==> src/rtl/lsu_bus_ctrl.sv <==
// ============================================================================
// lsu_bus_ctrl : one-at-a-time load/store controller for a word-addressed
//                data bus. Define MISALIGN_TRAP_EN to trap misaligned H/W.
// Revision     : 1.0
// ============================================================================
`default_nettype none

module lsu_bus_ctrl #(
  parameter int TIMEOUT_CYCLES = 255,
  parameter int TO_W           = 16
) (
  input  logic        clk,
  input  logic        rst_n,
  input  logic        req_valid,
  output logic        req_ready,
  input  logic        req_we,
  input  logic [2:0]  req_size,
  input  logic [31:0] req_addr,
  input  logic [31:0] req_wdata,
  output logic        mem_valid,
  input  logic        mem_ready,
  output logic        mem_we,
  output logic [31:0] mem_addr,
  output logic [3:0]  mem_be,
  output logic [31:0] mem_wdata,
  input  logic [31:0] mem_rdata,
  output logic        rsp_valid,
  output logic [31:0] rsp_data,
  output logic [1:0]  rsp_low_addr,
  output logic [2:0]  rsp_size,
  output logic        rsp_err
);

  localparam logic [1:0] c_idle = 2'd0;
  localparam logic [1:0] c_bus  = 2'd1;
  localparam logic [1:0] c_resp = 2'd2;
  localparam logic [TO_W-1:0] c_to_last = TO_W'(TIMEOUT_CYCLES - 1);

  logic [1:0]      state_q, state_d;
  logic [TO_W-1:0] cnt_q, cnt_d;
  logic            mem_valid_q, mem_valid_d;
  logic            mem_we_q, mem_we_d;
  logic [31:0]     mem_addr_q, mem_addr_d;
  logic [3:0]      mem_be_q, mem_be_d;
  logic [31:0]     mem_wdata_q, mem_wdata_d;
  logic [1:0]      lat_low_q, lat_low_d;
  logic [2:0]      lat_size_q, lat_size_d;
  logic            rsp_valid_q, rsp_valid_d;
  logic [31:0]     rsp_data_q, rsp_data_d;
  logic [1:0]      rsp_low_q, rsp_low_d;
  logic [2:0]      rsp_size_q, rsp_size_d;
  logic            rsp_err_q, rsp_err_d;

  logic            w_legal;
  logic [3:0]      w_be;
  logic [31:0]     w_wdata;

  always_comb begin
    w_legal = 1'b1;
    if (req_size[1:0] == 2'b11 || req_size == 3'b110) w_legal = 1'b0;
    if (req_we && req_size[2]) w_legal = 1'b0;
`ifdef MISALIGN_TRAP_EN
    if (req_size[1:0] == 2'b01 && req_addr[1:0] == 2'b11) w_legal = 1'b0;
    if (req_size[1:0] == 2'b10 && req_addr[1:0] != 2'b00) w_legal = 1'b0;
`endif
  end

  // Halfword at offset 3 loses its upper lane through the 4-bit shift.
  always_comb begin
    w_be    = 4'b1111;
    w_wdata = req_wdata;
    if (req_size[1:0] == 2'b00) begin
      w_be    = 4'b0001 << req_addr[1:0];
      w_wdata = req_wdata << {req_addr[1:0], 3'b000};
    end else if (req_size[1:0] == 2'b01) begin
      w_be    = 4'b0011 << req_addr[1:0];
      w_wdata = req_wdata << {req_addr[1:0], 3'b000};
    end
  end

  always_comb begin
    state_d     = state_q;
    cnt_d       = cnt_q;
    mem_valid_d = mem_valid_q;
    mem_we_d    = mem_we_q;
    mem_addr_d  = mem_addr_q;
    mem_be_d    = mem_be_q;
    mem_wdata_d = mem_wdata_q;
    lat_low_d   = lat_low_q;
    lat_size_d  = lat_size_q;
    rsp_valid_d = 1'b0;
    rsp_data_d  = rsp_data_q;
    rsp_low_d   = rsp_low_q;
    rsp_size_d  = rsp_size_q;
    rsp_err_d   = rsp_err_q;
    case (state_q)
      c_idle: begin
        if (req_valid) begin
          if (w_legal) begin
            state_d     = c_bus;
            cnt_d       = '0;
            mem_valid_d = 1'b1;
            mem_we_d    = req_we;
            mem_addr_d  = {req_addr[31:2], 2'b00};
            mem_be_d    = w_be;
            mem_wdata_d = w_wdata;
            lat_low_d   = req_addr[1:0];
            lat_size_d  = req_size;
          end else begin
            state_d     = c_resp;
            rsp_valid_d = 1'b1;
            rsp_err_d   = 1'b1;
            rsp_data_d  = '0;
            rsp_low_d   = req_addr[1:0];
            rsp_size_d  = req_size;
          end
        end
      end
      c_bus: begin
        // Completion takes priority over a timeout landing on the same cycle.
        if (mem_ready || cnt_q == c_to_last) begin
          state_d     = c_resp;
          mem_valid_d = 1'b0;
          rsp_valid_d = 1'b1;
          rsp_err_d   = !mem_ready;
          rsp_data_d  = (mem_ready && !mem_we_q) ? mem_rdata : 32'h0;
          rsp_low_d   = lat_low_q;
          rsp_size_d  = lat_size_q;
        end else begin
          cnt_d = cnt_q + TO_W'(1);
        end
      end
      c_resp:  state_d = c_idle;
      default: state_d = c_idle;
    endcase
  end

  always_ff @(posedge clk) begin
    if (!rst_n) begin
      state_q     <= c_idle;
      cnt_q       <= '0;
      mem_valid_q <= 1'b0;
      mem_we_q    <= 1'b0;
      mem_addr_q  <= '0;
      mem_be_q    <= '0;
      mem_wdata_q <= '0;
      lat_low_q   <= '0;
      lat_size_q  <= '0;
      rsp_valid_q <= 1'b0;
      rsp_data_q  <= '0;
      rsp_low_q   <= '0;
      rsp_size_q  <= '0;
      rsp_err_q   <= 1'b0;
    end else begin
      state_q     <= state_d;
      cnt_q       <= cnt_d;
      mem_valid_q <= mem_valid_d;
      mem_we_q    <= mem_we_d;
      mem_addr_q  <= mem_addr_d;
      mem_be_q    <= mem_be_d;
      mem_wdata_q <= mem_wdata_d;
      lat_low_q   <= lat_low_d;
      lat_size_q  <= lat_size_d;
      rsp_valid_q <= rsp_valid_d;
      rsp_data_q  <= rsp_data_d;
      rsp_low_q   <= rsp_low_d;
      rsp_size_q  <= rsp_size_d;
      rsp_err_q   <= rsp_err_d;
    end
  end

  assign req_ready    = (state_q == c_idle);
  assign mem_valid    = mem_valid_q;
  assign mem_we       = mem_we_q;
  assign mem_addr     = mem_addr_q;
  assign mem_be       = mem_be_q;
  assign mem_wdata    = mem_wdata_q;
  assign rsp_valid    = rsp_valid_q;
  assign rsp_data     = rsp_data_q;
  assign rsp_low_addr = rsp_low_q;
  assign rsp_size     = rsp_size_q;
  assign rsp_err      = rsp_err_q;

endmodule

`default_nettype wire

==> config.mk <==
export PLATFORM = sky130hd
export DESIGN_NAME = lsu_bus_ctrl
export DESIGN_NICKNAME = d
export VERILOG_FILES = /design/src/rtl/lsu_bus_ctrl.sv
export SDC_FILE = /design/constraint.sdc
export NUM_CORES = 1
export LEC_CHECK = 0
export CORE_MARGIN = 8
export CORE_UTILIZATION = 47
export DETAILED_ROUTE_END_ITERATION = 8
export GPL_ROUTABILITY_DRIVEN = 0
export GPL_TIMING_DRIVEN = 0
export PLACE_DENSITY = 0.9
export SYNTH_ARGS = -nofsm -noshare
export SYNTH_HDL_FRONTEND = slang
export SYNTH_SLANG_ARGS = --single-unit
==> constraint.sdc <==
create_clock -name clk -period 5.68 [get_ports clk]
set_input_delay 1.136 -clock clk [delete_from_list [all_inputs] [get_ports clk]]
set_output_delay 1.136 -clock clk [all_outputs]
set_load 0.02 [all_outputs]
Yosys cells after proc, flatten, opt, wreduce, memory -nomap -nowiden
Index checks and enable logic that the tools add are counted.

Flip-flop bits (word level): 130. Input bits: 104. Output and inout port bits: 110. Word-level logic and storage cells: 81.

Add/subtract/negate cells: 1. Eq/ne operators: 10. Shifts and indexed selects: 3. Mux-type cells: 39. Reduce and logical (&&, ||, !) cells: 14.

Operators by type and width (count): $mux 32 (6); $pmux 32 s2 (1); $mux 16 (3); $pmux 16 s2 (1); $shl 32x5->32 (1); $add 16x1->16 const B (1); $eq 16x8->1 const B (1); $mux 2 (6); $reduce_and 4->1 (3); $mux 1 (11); $mux 3 (3); $mux 4 (2); $ne 2x2->1 const B (4); $pmux 2 s2 (2); $pmux 1 s2 (3); $pmux 3 s2 (1); $eq 2x1->1 const B (2); $logic_not 2->1 (2); $shl 1x2->4 const A (1); $shl 2x2->4 const A (1); $eq 3x3->1 const B (1); $reduce_and 3->1 (1); $eq 2x2->1 const B (1); $logic_and 1x1->1 (2); other kinds (5) (7).

Depth between registers and ports, before layout
Word-level depth: 7. Depth in mapped cells: 9. Depth with buffers taken out: 7.

Least setup slack after synthesis
Ideal clock, no wire load.

Kind: input to register. Start: input port req_size[0]. End: register mem_wdata_q[23] (netlist: mem_wdata[23]). Setup time: 0.138 ns. Data arrival time: 2.781 ns. Required time: 5.542 ns. Path slack: 2.760 ns. Stages on the path: 6. Buffers on the path: 3. Cell sequence: clkbuf_1 o21a_1 a2111oi_4 clkbuf_1 buf_1 a211oi_1.

Word-level cells in the longest chain between the ends: 5. Elaborated cells between the ends (all ways): 10. Those cells by class: eq/ne (3); mux (4); reduce/logical (3).

Ends and longest elaborated chain: start: declaration (line 17) `input logic [2:0] req_size,`; $eq 3x3->1 / $eq 2x2->1 (equally long branches) (line 60) `if (req_size[1:0] == 2'b11 || req_size == 3'b110) w_legal = 1'b0;`; $logic_or 1x1->1 (line 60); $mux 1 (line 60); $mux 1 (line 61) `if (req_we && req_size[2]) w_legal = 1'b0;`; $reduce_and 3->1 (no line); end signal: assignment (line 161) `mem_wdata_q <= mem_wdata_d;`; end: declaration (line 45) `logic [31:0] mem_wdata_q, mem_wdata_d;`.

Parallel ways exist; a longest one is shown, timed or not. A chain may end at the register's enable or synchronous reset.

Worst setup path after layout
Start: input port req_size[2]. End: register mem_wdata_q[23] (netlist: mem_wdata[23]).

Word-level cells in the longest chain between the ends: 5. Elaborated cells between the ends (all ways): 6. Those cells by class: eq/ne (1); mux (2); reduce/logical (3).

Ends and longest elaborated chain (line): $eq 3x3->1 (60); $logic_or 1x1->1 (60); $mux 1 (60); $mux 1 (*) (61); $reduce_and 3->1 (no line) (*).

Mark *: on every way between the ends. The rest lies on a longest branch, timed or not.

==> metrics.md <==
| Metric | Value |
|---|---|
| Initial Utilization | 47.8% |
| Crit path buffers/inverters | 3 |
| Resize count post-CTS | 0 |
| DRC viols | 0 |
| Power per Cell Area | 296 nW/um^2 |
| Area contributors post-synth | dfxtp_1, nand2_1, a21oi_1 |
| Count leader, synth | dfxtp_1 |
| Clock skew | 0.00711 ns |
| Area of the die | 15200 um^2 |
| Root Driver | clkbuf_16 |
| Clock tree sinks | 130 |
| Critical Setup Path Class | in -> reg |
| # IOs | 214 |
| Total CTS buffers | 17 |
| Relative slew slack | 42.4% |
| Critical-path cell list | clkdlybuf4s50_1, o21a_1, a2111oi_4, clkbuf_1, buf_1, a211oi_1 |
| Crit. End Element | register |
| First-pass GRT wire length | 28.4 mm |
| Outcome | finished, final reports clean |
| Crit Path Max Fanout | 10 |
| Placement Rows | 39 |
| TritonRoute pass-1 iters | 5 |
| Chip height | 123 um |
| Vias in the first global route | 5498 |
| Commonest cells in the netlist | dfxtp_1, nand2_1, a21oi_1, nor2_1, a22o_1 |
| H-tree Lvls | 4 |
| Hold Violations, Final | 0 |
| Syn avg cell area | 8.54 um^2 |
| Mapped Cells | 634 |
| Max-Cap Viols | 0 |
| Combinational fraction of design power | 17.4% |
| Distinct cells, synth | 48 |
| # fillers | 854 |
| Post-route insts no fill | 1018 |
| Hold_buf cts | 0 |
| DP HPWL | 14.1 mm |
| Hold crit path type | reg -> reg |
| Prevailing post-synth register cell | dfxtp_1 |
| Final Cycle Share | 59.3% |
| Core area | 11300 um^2 |
| Dpl cells | 986 |
| Slew at the pin closest to its max-slew limit | 0.858 ns |
| Net Sw Frac | 26.0% |
| FF+latch area | 2600 um^2 |
| CP max stage cell | a2111oi_4 |
| Int Pwr | 0.00180 W |
| Clk slew on worst S/H paths | 0.05 ns |
| Clock latency on the worst-skew pair | 0.42 ns |
| Wire per inst | 18.6 um |
| Seq/Total Area, Yosys | 48.1% |
| Cell area after synthesis | 5410 um^2 |
| Synth area leader | dfxtp_1 |
| GR Overflow Total | 0 |
| Sequential Power Share | 40.4% |
| Gr usage total | 24.0% |
| Post-route ant nets | 0 |
| Flops & latches, synth | 130 |
| Max Buffers Root-to-Sink | 2 |
| Crit-path max cell delay | 0.75 ns |
| Postcts setup bufs | 0 |
| FFs w/ async S/R, synth | 0% |
| DR iter-0 viols | 367 |
| Psw | 0.000633 W |
| CP top delay family | buffers and inverters |
| Yosys warning total | 0 |
| Largest net degree at the start of global routing | 17 |
| TNS Setup | 0 ns |
| Post-synth top area share | 48.1% |
| RSZ-0062 raised after global routing | no |
| Post-synth EDFFs | 0 |
| Inserted Diodes | 0 |
| Width of the die | 123 um |
| Area of the multi-input gates | 2520 um^2 |
| Port Buf Inserts | 208 |
| Layout area overhead | 52.1% |
| Routed wire length | 18.9 mm |
| Via count of the routed design | 5605 |
| Fmax | 297 MHz |
| Vias/cell | 5.51 |
| Leak | 2.97 nW |
| Power share of the clock group | 42.2% |
| Final Critical Period | 3.37 ns |
| VDD IR max | 0.000285 V |
| Max Slew Vio Count | 0 |
| Worst endpoint required time | 5.95 ns |
| CP Data Arrival Time | 3.64 ns |
| Final nets | 972 |
| Share of post-route cells with drive strength above 1 | 4.80% |
| CTS tree | built |
| Final setup violation count | 0 |
| Crit start category | input pin |
| Initial antenna violation count | 0 |
layer usage:
metal  wire length, um  vias to the layer above  part of all wire, %  global-route usage [%]
met3              2070                       39                   11                    10.4
met2              9170                      276                   48                    40.4
met4               480                        0                  2.5                    8.95
met5                 0                        -                    0                       0
met1              7210                     2552                   38                    26.5
li1                  -                     2738                    -                       -
state kept, by name, summed over array words and instances (netlist names), 2 cells and up:
signal and flops:
mem_wdata 32, rsp_data 32, mem_addr 30, cnt_q 16
mem_be 4, lat_size_q 3, rsp_size 3, lat_low_q 2
rsp_low_addr 2, state_q 2
cell usage in the layout, fill, tap and decap left out, types with 3 or more instances in the layout:
| cell | count |
|---|---|
| a211oi_1 | 16 |
| a211oi_2 | 3 |
| a21oi_1 | 71 |
| a22o_1 | 40 |
| a22oi_1 | 8 |
| a2bb2oi_1 | 8 |
| a311oi_1 | 3 |
| a31oi_1 | 4 |
| a32oi_1 | 8 |
| and3_1 | 3 |
| buf_1 | 5 |
| buf_6 | 5 |
| clkbuf_1 | 45 |
| clkbuf_16 | 17 |
| clkbuf_8 | 4 |
| clkdlybuf4s50_1 | 208 |
| clkinv_2 | 4 |
| dfxtp_1 | 130 |
| ha_1 | 6 |
| inv_1 | 15 |
| nand2_1 | 119 |
| nand3_1 | 13 |
| nand4_1 | 5 |
| nor2_1 | 53 |
| nor2b_1 | 5 |
| nor3_1 | 11 |
| nor3b_1 | 3 |
| o21ai_0 | 11 |
| o21ai_1 | 5 |
| o221ai_1 | 8 |
| o31ai_1 | 4 |
| o41ai_1 | 5 |
| or4_1 | 3 |
through the flow:
| step | total power [W] | hold slack [ns] | utilization (%) | worst slack [ns] | instance area (um^2) |
|---|---|---|---|---|---|
| finish | 0.00243 | 0.452 | 72.7 | 2.31 | 8230 |
| global route | 0.00253 | 0.469 | 72.7 | 2.22 | 8230 |
| CTS | 0.00245 | 0.453 | 72.7 | 2.38 | 8230 |
| detailed placement | 0.00142 | 0.445 | 67.8 | 1.98 | 7680 |
| global placement | 0.00141 | 0.439 | 67.8 | 1.97 | 7680 |
| floorplan | 0.00121 | 0.428 | - | 2.76 | 5420 |
final timing paths:
path,start,endpoint,slack [ns],depth (start not counted)
setup / recovery,req_size[2],mem_wdata[23],2.31,6
hold / removal,mem_addr[30],mem_addr[30],0.45,2
setup reg to reg,cnt_q[10],rsp_data[13],3.18,7
hold reg to reg,mem_addr[30],mem_addr[30],0.45,2
kinds of logic after synthesis:
family	count (synthesis)	share of synthesized area (%)
AND/OR/NAND/NOR	223	17.5
AO/OA/AOI/OAI	207	27.4
buffers and inverters	67	5.48
adder cells (fa/ha/maj)	6	1.39
flip-flops	130	48.1
other	1	0.0693
power groups by stage:
| stage | clock [W] | sequential (W) | combinational, W |
|---|---|---|---|
| 4_1_cts | 0.00104 | 0.000982 | 0.000424 |
| 3_3_place_gp | 0 | 0.000998 | 0.000416 |
| 6_report | 0.00103 | 0.000982 | 0.000424 |
| 3_5_place_dp | 0 | 0.00100 | 0.000421 |
| 2_1_floorplan | 0 | 0.00105 | 0.000157 |
| 5_1_grt | 0.00109 | 0.000987 | 0.000452 |
area by class of cell:
| type | count | share of cell area [%] |
|---|---|---|
| Inverter | 16 | 0.730 |
| Sequential cell | 130 | 31.6 |
| Clock buffer | 27 | 6.11 |
| Buffer | 51 | 2.87 |
| Timing Repair Buffer | 208 | 25.3 |
| Tap cell | 143 | 2.17 |
| Multi-Input combinational cell | 438 | 30.6 |
| Clock inverter | 5 | 0.608 |
worst reg2reg max path, cell delays in order (launching register included):
cell and delay (ns):
dfxtp_1 0.36, or4_1 0.56, or4_1 0.57, buf_6 0.17, a21oi_4 0.25, nor2_4 0.09
buf_6 0.15, a22o_1 0.24
No activity file was read; power rests on OpenSTA's default activity.
